--- src/rtl/chicken_pkg.sv ---
// chicken_pkg -- shared definitions for the turn scheduler.
//
// Holds the scheduler state enumeration, the player-index and streak widths,
// the maximum player count, and two small helpers used when decoding the
// player count and rotating the turn.
//
// No ports (package).

package chicken_pkg;

  // Up to four players; the player index and the num_players field are both
  // sized from this.
  localparam int MAX_PLAYERS = 4;
  localparam int PLAYER_W    = $clog2(MAX_PLAYERS);

  // Consecutive-match streak counter width; it saturates at all ones (31).
  localparam int                  STREAK_W   = 5;
  localparam logic [STREAK_W-1:0] STREAK_MAX = {STREAK_W{1'b1}};

  typedef enum logic [2:0] {
    ST_IDLE   = 3'd0,
    ST_PICK   = 3'd1,
    ST_REVEAL = 3'd2,
    ST_MOVE   = 3'd3,
    ST_CHECK  = 3'd4,
    ST_PASS   = 3'd5,
    ST_OVER   = 3'd6
  } state_t;

  // num_players carries (player count - 1). A value of 0 would mean a
  // one-player game, which makes no sense, so it is treated as two players.
  // The result is the index of the last player in the rotation.
  function automatic logic [PLAYER_W-1:0] last_player(
    input logic [PLAYER_W-1:0] num_players
  );
    return (num_players == '0) ? PLAYER_W'(1) : num_players;
  endfunction

  // Round-robin successor, wrapping after the last active player.
  function automatic logic [PLAYER_W-1:0] next_player(
    input logic [PLAYER_W-1:0] cur,
    input logic [PLAYER_W-1:0] last
  );
    return (cur == last) ? '0 : cur + 1'b1;
  endfunction

endpackage

--- src/rtl/turn_scheduler_if.sv ---
// turn_scheduler_if -- signal bundle between the game logic and the turn
// scheduler.
//
// Handshake semantics: there is no valid/ready back-pressure on this bus.
// start and B are single-cycle strobes; the scheduler acts on a strobe only
// in the state that accepts it (start in IDLE/OVER, B in PICK) and silently
// drops it anywhere else. tile_match is qualified by B, and W is only looked
// at during the single CHECK cycle. All scheduler outputs are registered.
//
// Signals:
//   start       game logic -> scheduler  begin a new game
//   num_players game logic -> scheduler  player count minus 1
//   B           game logic -> scheduler  pick strobe from current player
//   tile_match  game logic -> scheduler  picked tile matches (with B)
//   W           game logic -> scheduler  win flag from the win checker
//   T           scheduler  -> game logic current player index
//   N           scheduler  -> game logic current player's match streak
//   move_en     scheduler  -> game logic one-cycle advance strobe
//   reveal      scheduler  -> game logic high during the reveal phase
//   game_over   scheduler  -> game logic high in OVER
//   winner      scheduler  -> game logic player index latched on win
//   timeout     scheduler  -> game logic one-cycle pick-timeout strobe
//
// Modports: master = game logic side, slave = scheduler side.

interface turn_scheduler_if;
  import chicken_pkg::*;

  logic                start;
  logic [PLAYER_W-1:0] num_players;
  logic                B;
  logic                tile_match;
  logic                W;

  logic [PLAYER_W-1:0] T;
  logic [STREAK_W-1:0] N;
  logic                move_en;
  logic                reveal;
  logic                game_over;
  logic [PLAYER_W-1:0] winner;
  logic                timeout;

  modport master (
    output start, num_players, B, tile_match, W,
    input  T, N, move_en, reveal, game_over, winner, timeout
  );

  modport slave (
    input  start, num_players, B, tile_match, W,
    output T, N, move_en, reveal, game_over, winner, timeout
  );

endinterface

--- src/rtl/turn_scheduler_phase_timer.sv ---
// phase_timer -- loadable down-counter with a done flag.
//
// The scheduler shares one instance between the reveal hold and (when
// enabled) the pick timeout, since the two phases never overlap.
// Loading value V makes done rise V cycles later, so a phase that must last
// L cycles is loaded with L-1 on the edge that enters it. The counter parks
// at zero once it gets there.
//
// Ports:
//   clk      in   clock, rising edge
//   rst      in   asynchronous active-low reset (clears the count)
//   load     in   load load_val on the next edge (wins over counting)
//   load_val in   W-bit reload value
//   done     out  count is zero

module phase_timer #(
  parameter int W = 4
) (
  input  logic         clk,
  input  logic         rst,
  input  logic         load,
  input  logic [W-1:0] load_val,
  output logic         done
);

  logic [W-1:0] count;

  always_ff @(posedge clk or negedge rst) begin
    if (!rst) begin
      count <= '0;
    end else if (load) begin
      count <= load_val;
    end else if (count != '0) begin
      count <= count - 1'b1;
    end
  end

  assign done = (count == '0);

endmodule

--- src/rtl/turn_scheduler.sv ---
// turn_scheduler -- turn sequencing for a multi-player tile-matching game.
//
// Flow per turn: PICK waits for the current player's pick strobe B; REVEAL
// holds the picked tile visible for REVEAL_CYCLES cycles; a match goes to
// MOVE (one move_en strobe, streak +1 saturating at 31) and CHECK (win test,
// otherwise the same player picks again); a mismatch goes to PASS (streak
// cleared, turn handed to the next player). A win latches the winner and
// parks in OVER until the next start.
//
// Optional feature, macro TURN_TIMEOUT_EN: when defined, PICK is bounded by
// TIMEOUT_CYCLES; a player who has not picked by then gets a timeout strobe
// and loses the turn as if it were a mismatch. When undefined, PICK waits
// forever and timeout is held at 0.
//
// Parameters:
//   REVEAL_CYCLES  cycles reveal is held (>= 1)
//   TIMEOUT_CYCLES pick timeout length (>= 1), only used with TURN_TIMEOUT_EN
//
// Ports:
//   clk       in   single clock, rising edge
//   rst       in   asynchronous active-low reset
//   bus       slave side of turn_scheduler_if (see that file)
//   state_dbg out  current FSM state, for observation only

module turn_scheduler
  import chicken_pkg::*;
#(
  parameter int REVEAL_CYCLES  = 8,
  parameter int TIMEOUT_CYCLES = 1024
) (
  input  logic             clk,
  input  logic             rst,
  turn_scheduler_if.slave  bus,
  output state_t           state_dbg
);

  // The shared timer is sized for the longest phase it has to time.
`ifdef TURN_TIMEOUT_EN
  localparam int TIMER_MAX = (TIMEOUT_CYCLES > REVEAL_CYCLES) ? TIMEOUT_CYCLES
                                                              : REVEAL_CYCLES;
`else
  localparam int TIMER_MAX = REVEAL_CYCLES;
`endif
  localparam int          TW          = $clog2(TIMER_MAX + 1);
  localparam logic [TW-1:0] REVEAL_LOAD = TW'(REVEAL_CYCLES - 1);

  state_t              state;
  logic [PLAYER_W-1:0] last_idx;    // index of last player, latched at start
  logic [PLAYER_W-1:0] turn;
  logic [STREAK_W-1:0] streak;
  logic                match_q;     // tile_match captured with B
  logic                move_en_q;
  logic                reveal_q;
  logic                game_over_q;
  logic [PLAYER_W-1:0] winner_q;
  logic                timeout_q;

  logic                pick_ok;
  logic                timer_load;
  logic [TW-1:0]       timer_val;
  logic                timer_done;

  assign pick_ok = bus.B && (state == ST_PICK);

`ifdef TURN_TIMEOUT_EN
  localparam logic [TW-1:0] TIMEOUT_LOAD = TW'(TIMEOUT_CYCLES - 1);

  // Every edge that lands the FSM in PICK restarts the timeout window.
  logic pick_entry;
  assign pick_entry = (bus.start && (state == ST_IDLE || state == ST_OVER)) ||
                      (state == ST_CHECK && !bus.W) ||
                      (state == ST_PASS);
`else
  // No timeout path exists in this build; the parameter only keeps the
  // instantiation interface identical between builds.
  logic unused_timeout_cfg;
  assign unused_timeout_cfg = (TIMEOUT_CYCLES > 0);
`endif

  always_comb begin
    timer_load = 1'b0;
    timer_val  = REVEAL_LOAD;
    if (pick_ok) begin
      timer_load = 1'b1;
      timer_val  = REVEAL_LOAD;
    end
`ifdef TURN_TIMEOUT_EN
    else if (pick_entry) begin
      timer_load = 1'b1;
      timer_val  = TIMEOUT_LOAD;
    end
`endif
  end

  phase_timer #(
    .W (TW)
  ) u_phase_timer (
    .clk      (clk),
    .rst      (rst),
    .load     (timer_load),
    .load_val (timer_val),
    .done     (timer_done)
  );

  // Outputs are registered alongside the state, so each strobe is set on
  // the same edge that enters the state it belongs to. move_en, reveal and
  // timeout default low every cycle and are each set in a different branch,
  // so at most one of them is high at a time.
  always_ff @(posedge clk or negedge rst) begin
    if (!rst) begin
      state       <= ST_IDLE;
      last_idx    <= PLAYER_W'(1);
      turn        <= '0;
      streak      <= '0;
      match_q     <= 1'b0;
      move_en_q   <= 1'b0;
      reveal_q    <= 1'b0;
      game_over_q <= 1'b0;
      winner_q    <= '0;
      timeout_q   <= 1'b0;
    end else begin
      move_en_q <= 1'b0;
      reveal_q  <= 1'b0;
      timeout_q <= 1'b0;

      case (state)
        ST_IDLE, ST_OVER: begin
          if (bus.start) begin
            last_idx    <= last_player(bus.num_players);
            turn        <= '0;
            streak      <= '0;
            game_over_q <= 1'b0;
            state       <= ST_PICK;
          end
        end

        ST_PICK: begin
          // A pick on the expiry cycle still counts as a pick.
          if (bus.B) begin
            match_q  <= bus.tile_match;
            reveal_q <= 1'b1;
            state    <= ST_REVEAL;
          end
`ifdef TURN_TIMEOUT_EN
          else if (timer_done) begin
            timeout_q <= 1'b1;
            state     <= ST_PASS;
          end
`endif
        end

        ST_REVEAL: begin
          if (timer_done) begin
            if (match_q) begin
              move_en_q <= 1'b1;
              state     <= ST_MOVE;
            end else begin
              state <= ST_PASS;
            end
          end else begin
            reveal_q <= 1'b1;
          end
        end

        ST_MOVE: begin
          if (streak != STREAK_MAX) begin
            streak <= streak + 1'b1;
          end
          state <= ST_CHECK;
        end

        ST_CHECK: begin
          if (bus.W) begin
            winner_q    <= turn;
            game_over_q <= 1'b1;
            state       <= ST_OVER;
          end else begin
            state <= ST_PICK;
          end
        end

        ST_PASS: begin
          streak <= '0;
          turn   <= next_player(turn, last_idx);
          state  <= ST_PICK;
        end

        default: begin
          state <= ST_IDLE;
        end
      endcase
    end
  end

  assign bus.T         = turn;
  assign bus.N         = streak;
  assign bus.move_en   = move_en_q;
  assign bus.reveal    = reveal_q;
  assign bus.game_over = game_over_q;
  assign bus.winner    = winner_q;
  assign bus.timeout   = timeout_q;
  assign state_dbg     = state;

endmodule
--- src/flat_wrapper.sv ---
// flat-port wrapper written by rule: the top's interface ports become plain ports
module turn_scheduler_flat import chicken_pkg::*;
#(
  parameter int REVEAL_CYCLES  = 8,
  parameter int TIMEOUT_CYCLES = 1024
)
  (clk, rst, state_dbg, bus_start, bus_num_players, bus_B, bus_tile_match, bus_W, bus_T, bus_N, bus_move_en, bus_reveal, bus_game_over, bus_winner, bus_timeout);
  turn_scheduler_if bus_i ();
  input  logic clk;
  input  logic rst;
  output state_t state_dbg;
  input wire logic [$bits(bus_i.start)-1:0] bus_start;
  input wire logic [$bits(bus_i.num_players)-1:0] bus_num_players;
  input wire logic [$bits(bus_i.B)-1:0] bus_B;
  input wire logic [$bits(bus_i.tile_match)-1:0] bus_tile_match;
  input wire logic [$bits(bus_i.W)-1:0] bus_W;
  output wire logic [$bits(bus_i.T)-1:0] bus_T;
  output wire logic [$bits(bus_i.N)-1:0] bus_N;
  output wire logic [$bits(bus_i.move_en)-1:0] bus_move_en;
  output wire logic [$bits(bus_i.reveal)-1:0] bus_reveal;
  output wire logic [$bits(bus_i.game_over)-1:0] bus_game_over;
  output wire logic [$bits(bus_i.winner)-1:0] bus_winner;
  output wire logic [$bits(bus_i.timeout)-1:0] bus_timeout;
  assign bus_i.start = bus_start;
  assign bus_i.num_players = bus_num_players;
  assign bus_i.B = bus_B;
  assign bus_i.tile_match = bus_tile_match;
  assign bus_i.W = bus_W;
  assign bus_T = bus_i.T;
  assign bus_N = bus_i.N;
  assign bus_move_en = bus_i.move_en;
  assign bus_reveal = bus_i.reveal;
  assign bus_game_over = bus_i.game_over;
  assign bus_winner = bus_i.winner;
  assign bus_timeout = bus_i.timeout;
  turn_scheduler #(.REVEAL_CYCLES(REVEAL_CYCLES), .TIMEOUT_CYCLES(TIMEOUT_CYCLES)) u_core (.clk(clk), .rst(rst), .bus(bus_i), .state_dbg(state_dbg));
endmodule
--- config.mk ---
export PLATFORM = sky130hd
export DESIGN_NAME = turn_scheduler_flat
export DESIGN_NICKNAME = d
export VERILOG_FILES = /design/src/rtl/chicken_pkg.sv /design/src/rtl/turn_scheduler_if.sv /design/src/rtl/turn_scheduler_phase_timer.sv /design/src/rtl/turn_scheduler.sv /design/src/flat_wrapper.sv
export SDC_FILE = /design/constraint.sdc
export NUM_CORES = 1
export LEC_CHECK = 0
export CAP_MARGIN = 20
export CORE_MARGIN = 8
export CORE_UTILIZATION = 45
export CTS_CLUSTER_SIZE = 24
export DETAILED_ROUTE_END_ITERATION = 7
export PLACE_DENSITY = 0.72
export SYNTH_ARGS = -nofsm -noshare
export SYNTH_HDL_FRONTEND = slang
export SYNTH_SLANG_ARGS = --single-unit
--- constraint.sdc ---
create_clock -name clk -period 2.18 [get_ports clk]
set_input_delay 0.218 -clock clk [delete_from_list [all_inputs] [get_ports clk]]
set_output_delay 0.218 -clock clk [all_outputs]
set_load 0.01 [all_outputs]
== Word-level counts from Yosys, hierarchy flattened ==
Cells that the tools add are included.
W data, S select, Z words.
Word-level totals
  output and inout port bits: 16
  bits in read-only memories: 0
  memories: 0
  flip-flop bits (word level): 22
  bits in latches: 0
  RAM bits: 0
  input port bits: 8
  logic and storage cells: 68
Operators by class
  reductions and logical operators: 17
  multiplexer cells: 25
  $add $sub $neg: 3
  order comparisons: 0
  divide/modulo/power cells: 0
  shifts and indexed selects: 0
  equal/unequal tests: 13
  bitwise operators: 0
  multipliers: 0
Operator list (number)
  $pmux W3 S6: 1
  $mux W3: 5
  $pmux W5 S3: 1
  $mux W5: 2
  $eq A3 B3 Y1 const B: 3
  $reduce_and A3 Y1: 3
  $mux W1: 8
  $mux W4: 2
  $reduce_and A2 Y1: 4
  $eq A3 B2 Y1 const B: 2
  $mux W2: 3
  $ne A2 B2 Y1 const B: 3
  $reduce_bool A2 Y1: 3
  $add A5 B1 Y5 const B: 1
  $ne A5 B5 Y1 const B: 1
  $logic_not A4 Y1: 1
  $ne A2 B1 Y1 const B: 2
  $pmux W1 S2: 2
  $pmux W2 S2: 1
  $reduce_bool A4 Y1: 1
  $sub A4 B1 Y4 const B: 1
  $eq A3 B1 Y1 const B: 1
  $logic_not A3 Y1: 1
  $reduce_bool A3 Y1: 1
  other kinds (5): 5

== Logic depth before layout (Yosys ltp) ==
Gate-level depths: netlist (run 1).
  word-level depth: 4
  gate-level depth with buffers: 7
  depth with buffers taken out: 7

== By module ==
Synthesis (run 1) repeated with hierarchy kept, for this count alone.
Second synthesis, totals
  cells, all modules: 124
  area total of the unflattened synthesis: 1244.9 um^2
By module, submodules not included
  turn_scheduler: cells an instance 102, times used 1, seq. area each 451.7 um^2, area each 1011.0 um^2
  phase_timer: cells an instance 22, times used 1, seq. area each 100.1 um^2, area each 234.0 um^2

== Worst setup path before layout (run 1) ==
Ideal clock, no wire load.
  path type: register to register
  start: reg u_core.streak[0] (netlist: u_core.bus.N[0])
  end: reg u_core.streak[0] (netlist: u_core.bus.N[0])
  arrival: 1.736 ns
  required time: 2.055 ns
  period minus slack after synthesis: 1.861 ns
  library setup time: 0.125 ns
  buffers on the path: 0
  slack: 0.319 ns
  cell stages (with the launch flop): 7
  path through: dfrtp_1 -> ha_1 -> and3_1 -> ha_1 -> and4bb_1 -> nor3_4 -> mux2_4
Between the ends
  cells in the longest elaborated chain, start to end: 3
  elaborated cells on any way between the ends: 6
  classes of those cells: add/sub: 1; eq/ne: 2; mux: 2; reduce/logical: 1
RTL lines
  start, declared: RTL line turn_scheduler.sv:50  | logic [STREAK_W-1:0] streak;
  start signal, assigned: RTL line turn_scheduler.sv:167  | streak <= streak + 1'b1;
  $add A5 B1 Y5 or $ne A5 B5 Y1 (tied branches): RTL line turn_scheduler.sv:167, turn_scheduler.sv:166
  $mux W5 or $ne A2 B1 Y1 (tied branches)
  $pmux W5 S3 or $reduce_and A3 Y1 (tied branches)
Parallel ways exist; a longest one is shown, timed or not. The select of a mux whose other input is x is not followed.
A chain may end at the register's enable or synchronous reset.

== Worst setup path after layout (run 1) ==
Ends and elaborated chain as after synthesis.

==> results of run 1 <==
==> kinds of logic after synthesis <==
logic type	count (synthesis)
buffers and inverters	8
AOI/OAI and AO/OA	27
other	1
and+or+nand+nor	36
adders and majority gates	3
DFF	22
muxes	5
xor gates and xnor gates	3
==> path summary, 6_finish.rpt <==
| kind | from | to | slack, ps | cells after the start |
|---|---|---|---|---|
| worst max-delay path | u_core.bus.N[0] | u_core.bus.N[0] | 220 | 6 |
| worst min-delay path | rst | u_core.bus.winner[1] | 210 | 1 |
| worst max register to register | u_core.bus.N[0] | u_core.bus.N[0] | 220 | 6 |
| worst min register to register | u_core.bus.winner[1] | u_core.bus.winner[1] | 500 | 1 |
| max in group asynchronous | rst | u_core.state_dbg[1] | 1440 | 2 |
| min in group clk | bus_num_players[0] | u_core.last_idx[0] | 440 | 3 |
==> Yosys cell counts (3+ instances only) <==
master	count	area share, %
nand2b_1	6	3.3
inv_1	6	2.0
nand2_1	6	2.0
a21o_1	4	2.6
a22o_1	5	3.8
a21oi_1	3	1.3
o21ai_0	5	2.2
mux2_1	3	2.9
nand3b_1	3	2.0
o211ai_1	3	2.0
ha_1	3	3.3
dfrtp_1	21	46
nor2_1	4	1.3
==> metrics by stage <==
step | total power [uW] | setup WS, ps
3_5_place_dp | 1520 | 238
5_1_grt | 1830 | 112
6_report | 1690 | 223
4_1_cts | 1710 | 219
2_1_floorplan | 1230 | 319
3_3_place_gp | 1480 | 303
==> cell type report <==
type / instances / area, um^2
inverters: 6 / 22.5
clock buffers: 4 / 26.3
well taps: 30 / 37.5
multi-input cells: 75 / 564
repair buffers: 23 / 228
fillers: 224 / 1020
flip-flops and latches: 22 / 552
==> registers in the layout, indices dropped and copies added (netlist names) <==
| register | cells |
|---|---|
| u_core.state_dbg | 3 |
| u_core.u_phase_timer.count | 4 |
| u_core.bus.reveal | 1 |
| u_core.match_q | 1 |
| u_core.bus.game_over | 1 |
| u_core.bus.winner | 2 |
| u_core.bus.T | 2 |
| u_core.bus.N | 5 |
| u_core.last_idx | 2 |
| u_core.bus.move_en | 1 |
==> routing by layer <==
| layer | global-route usage [%] | routed length (um) | share of wire (%) |
|---|---|---|---|
| met3 | 4.36 | 172 | 7.0 |
| met4 | 3.73 | 21 | 0.85 |
| met2 | 21.0 | 1260 | 51 |
| met1 | 13.7 | 1020 | 41 |
| met5 | 0 | 0 | 0 |
==> worst register-to-register path: cells and delay by family (launching register included) <==
family        cells  cell delay [ps]
simple gates      3              750
flops             1              440
fa+ha+maj         2              390
mux               1              270
==> where the power goes <==
part | switching (uW) | internal [uW]
Clock | 121 | 71.4
Sequential | 167 | 554
Combinational | 360 | 421
==> metrics.md, run 1 <==
| Metric | Value |
|---|---|
| Outcome | completed |
| Leakage | 0.000655 uW |
| Post-CTS Setup Inserts | 0 |
| Pwr dens | 1180 mW/mm^2 |
| WS Path Type | register to register |
| Port Buffers | 22 |
| Core area | 0.00245 mm^2 |
| First-pass GRT wire length | 4260 um |
| Reg clk slew, reported paths | 110 ps |
| Crit path launch type | register |
| Post-synthesis compound-gate area fraction | 15.9% |
| Yosys cell types | 38 |
| Simple-gate area share of the yosys netlist | 22.0% |
| Cts hold-fix bufs | 0 |
| Crit-path max FO | 7 |
| Final Max Slew Viols | 0 |
| Largest family of logic cells by synthesized area | simple AND/OR/NAND/NOR gates |
| XOR/XNOR Fraction of Synth Area | 2.28% |
| DP Area | 0.00140 mm^2 |
| Post-synth EDFFs | 0 |
| Largest net degree at the start of global routing | 16 |
| Data arrival time of the worst path | 2160 ps |
| Worst path max stage delay | 470 ps |
| Clk_skew | 10.2 ps |
| Fin crit share | 89.8% |
| Max cap viols | 0 |
| DRC | 0 |
| CTS tree | done |
| Die Y | 66.6 um |
| Max VDD drop | 0.693 mV |
| Tightest Hold Check Type | input pin to async pin |
| Cell Count Post-Placement | 156 |
| Initial antenna violation count | 0 |
| Total Negative Setup Slacks | 0 ps |
| Most frequent cells in the layout | clkdlybuf4s50_1 (22), dfrtp_1 (21), nand2b_1 (6), inv_1 (6), nand2_1 (6) |
| Die Span X | 66.6 um |
| CP delay by family, top | simple AND/OR/NAND/NOR gates |
| Most common cell after layout, fill and taps aside | clkdlybuf4s50_1 |
| Mean Syn Cell Area | 11.0 um^2 |
| Vias | 874 |
| Synth Cell Area | 0.00115 mm^2 |
| Sequential share of the synthesized area | 47.8% |
| Vias per cell | 5.46 |
| Die outline area | 0.00444 mm^2 |
| CTS Buf Count | 3 |
| CTS Sinks | 22 |
| Worst path slowest cell | and4bb_1 |
| Min Tclk post-route | 1960 ps |
| CTS H-tree depth | 1 |
| FF+latch count, synth | 22 |
| WP buf/inv | 0 |
| Total Wirelength | 2470 um |
| Vias in the first global route | 913 |
| Core Util, Final | 58.3% |
| Starting Density | 47.0% |
| Share of synthesized area spent on multiplexers | 5.10% |
| Final Hold Viols | 0 |
| RSZ-0062 raised after global routing | no |
| CP Cell Sequence | ha_1 -> and3_1 -> ha_1 -> and4bb_1 -> nor3_4 -> mux2_4 |
| Gr usage total | 12.2% |
| Placer Congestion | 0.772 |
| Clk_lat worst skew | 310 ps |
| Crit. End Element | register |
| Diodes inserted | 0 |
| Root Driver | clkbuf_4 |
| # rows | 18 |
| Min Hold Slack | 214 ps |
| Syn_nets | 116 |
| Post-synthesis adder-cell area fraction | 3.25% |
| Global route overflow | 0 |
| Area growth syn-to-layout | 24.0% |
| Final instance area | 0.00143 mm^2 |
| Fmax | 511 MHz |
| Critical Path RT | 2380 ps |
| Final Non-Filler Cells | 160 |
| Ys async rst share | 100% |
| Initial drt markers | 16 |
| ANT nets after route | 0 |
| CTS max path bufs | 2 |
| Final Setup Violations | 0 |
| Routed len/inst | 15.5 um |
| Drt first pass iters | 4 |
| Yosys warning count | 0 |
| Ports | 24 |
| Synthesized instance count | 105 |
| Main flop type after synthesis | dfrtp_1 |
| PostCTS Resize Cnt | 0 |
| Nets@finish | 142 |
| Detailed Place HPWL | 1960 um |
| Most frequent CP cell | ha_1 |
| Layout cells sized above 1 | 10.0% |
No activity file was read; power rests on OpenSTA's default activity.
==> inputs of run 2 (changes only) <==
CTS_CLUSTER_SIZE = 20   (was 24)
clock period = 2.45 ns   (was 2.18 ns; I/O delays follow)
==> run 2 against run 1 <==
  * Fmax decreased by 0.67%
  * Via count rose by 0.57%
  * Register-to-register slack gained 260 ps
  * Sequential power is 10% lower
  * Sequential cell count unchanged
==> metrics.md, run 2 (same netlist as run 1, synthesis figures left out) <==
| Metric | Value |
|---|---|
| Diodes inserted | 0 (unchanged) |
| Outcome | completed (unchanged) |
| Fmax | 508 MHz (was 511 MHz) |
| Crit path launch type | register (unchanged) |
| Clk_lat worst skew | 300 ps (was 310 ps) |
| First-pass GRT wire length | 4080 um (was 4260 um) |
| WS Path Type | register to register (unchanged) |
| Ports | 24 (unchanged) |
| Met1 Use GR | 14.2% (was 13.7%) |
| Reg clk slew, reported paths | 120 ps (was 110 ps) |
| CTS H-tree depth | 1 (unchanged) |
| Nets@finish | 142 (unchanged) |
| Max VDD drop | 0.585 mV (was 0.693 mV) |
| FF-to-FF End | u_core.bus.N[0] (unchanged) |
| Vias | 879 (was 874) |
| Worst path max stage delay | 450 ps (was 470 ps) |
| Final Hold Viols | 0 (unchanged) |
| Die outline area | 0.00444 mm^2 (unchanged) |
| Fill cells | 215 (was 224) |
| Initial drt markers | 25 (was 16) |
| Max cap viols | 0 (unchanged) |
| Post-CTS Setup Inserts | 0 (unchanged) |
| PostCTS Resize Cnt | 0 (unchanged) |
| Cts hold-fix bufs | 0 (unchanged) |
| Max reg flops | 5 (unchanged) |
| # rows | 18 (unchanged) |
| Worst r2r src | u_core.bus.N[0] (unchanged) |
| Reg2Reg Depth | 6 (unchanged) |
| Gr busiest metal | met2 (unchanged) |
| R2R Setup Slk | 480 ps (was 220 ps) |
| WP depth | 6 (unchanged) |
| Total Negative Setup Slacks | 0 ps (unchanged) |
| Total Wirelength | 2380 um (was 2470 um) |
| Vias in the first global route | 900 (was 913) |
| Gr usage total | 11.6% (was 12.2%) |
| Root Driver | clkbuf_4 (unchanged) |
| Pwr Total | 1530 uW (was 1690 uW) |
| Global route overflow | 0 (unchanged) |
| Tightest Hold Check Type | input pin to async pin (unchanged) |
| Clk_skew | 1.02 ps (was 10.2 ps) |
| Multi-input logic area | 564 um^2 (unchanged) |
| CTS Buf Count | 3 (unchanged) |
| Placer Congestion | 0.757 (was 0.772) |
| Worst path slowest cell | and4bb_1 (unchanged) |
| CP delay by family, top | simple AND/OR/NAND/NOR gates (unchanged) |
| Die Span X | 66.6 um (unchanged) |
| CTS tree | done (unchanged) |
| Final Max Slew Viols | 0 (unchanged) |
| Routed len/inst | 14.9 um (was 15.5 um) |
| Largest net degree at the start of global routing | 23 (was 16) |
| Drt first pass iters | 4 (unchanged) |
| Most frequent CP cell | ha_1 (unchanged) |
| Pwr dens | 1060 mW/mm^2 (was 1180 mW/mm^2) |
| Area growth syn-to-layout | 24.8% (was 24.0%) |
| Min Hold Slack | 276 ps (was 214 ps) |
| Die Y | 66.6 um (unchanged) |
| M2 GR Usage | 18.9% (was 21.0%) |
| Data arrival time of the worst path | 2170 ps (was 2160 ps) |
| Crit-path max FO | 7 (unchanged) |
| ANT nets after route | 0 (unchanged) |
| Leakage | 0.000661 uW (was 0.000655 uW) |
| Layout cells sized above 1 | 10.8% (was 10.0%) |
| RSZ-0062 raised after global routing | no (unchanged) |
| Most frequent cells in the layout | clkdlybuf4s50_1 (22), dfrtp_1 (21), nand2b_1 (6), inv_1 (6), nand2_1 (6) (unchanged) |
| Min Tclk post-route | 1970 ps (was 1960 ps) |
| CP Cell Sequence | ha_1 -> and3_1 -> ha_1 -> and4bb_1 -> nor3_4 -> mux2_4 (unchanged) |
| Vias per cell | 5.49 (was 5.46) |
| Detailed Place HPWL | 1790 um (was 1960 um) |
| Port Buffers | 22 (unchanged) |
| Critical Path RT | 2650 ps (was 2380 ps) |
| CTS max path bufs | 2 (unchanged) |
| Final Setup Violations | 0 (unchanged) |
| Worst setup startpoint | u_core.bus.N[0] (unchanged) |
| Starting Density | 47.0% (unchanged) |
| FF+latch area | 552 um^2 (unchanged) |
| WP buf/inv | 0 (unchanged) |
| Core area | 0.00245 mm^2 (unchanged) |
| Crit. End Element | register (unchanged) |
| Initial antenna violation count | 0 (unchanged) |
| DRC | 0 (unchanged) |
| Most common cell after layout, fill and taps aside | clkdlybuf4s50_1 (unchanged) |
| CP endpoint | u_core.bus.N[0] (unchanged) |
| CTS Sinks | 22 (unchanged) |
| Fin crit share | 80.4% (was 89.8%) |
| Met3 Resource Use GR | 3.02% (was 4.36%) |
run 2: cell count changes in the layout (fill, tap and decap cells not counted):
cell | previous run | this run
clkbuf_1 | 1 | 0
clkbuf_8 | 0 | 1
run 2: how the worst min path moves through the flow:
stage	from	cells past startpoint	endpoint	slack [ps]
3_5_place_dp	u_core.bus.winner[1]	1	u_core.bus.winner[1]	480
2_1_floorplan	rst	0	u_core.bus.N[0]	-50
5_1_grt	rst	2	u_core.bus.winner[1]	300
6_report	rst	2	u_core.bus.move_en	280
4_1_cts	rst	2	u_core.bus.move_en	280
3_3_place_gp	u_core.bus.winner[0]	1	u_core.bus.winner[0]	470
run 2: worst register-to-register path: stages, from the launching register on:
cell and delay (ps):
dfrtp_1 440, ha_1 240, and3_1 190, ha_1 170, and4bb_1 450, nor3_4 100
mux2_4 270
run 2: report_power, final:
part,leakage (uW),switching (uW),total [uW],internal (uW)
Combinational,0.000357,310,686,375
Sequential,0.000283,152,645,493
Clock,0.0000210,106,196,90.5
Total,0.000661,568,1530,959
run 2: layout make-up:
class                           instances  share of cell area (%)
Multi-Input combinational cell         75                    39.2
Timing Repair Buffer                   23                    15.8
Sequential cell                        22                    38.3
Inverter                                6                    1.56
Clock buffer                            4                    2.52
Tap cell                               30                    2.61
run 2: metal layers:
layer	part of all wire, %	wire, um
met5	0	0
met4	0.50	12
met3	5.0	120
met2	49	1160
met1	46	1090
run 2: stage by stage:
stage | worst slack (ps) | instances | utilization (%) | cell area [um^2]
after detailed placement | 510 | 156 | 57.2 | 1400
after global routing | 377 | 160 | 58.7 | 1440
after global placement | 567 | 156 | 57.2 | 1400
final | 480 | 160 | 58.7 | 1440
after CTS | 487 | 160 | 58.7 | 1440
after floorplan | 589 | 105 | - | 1150
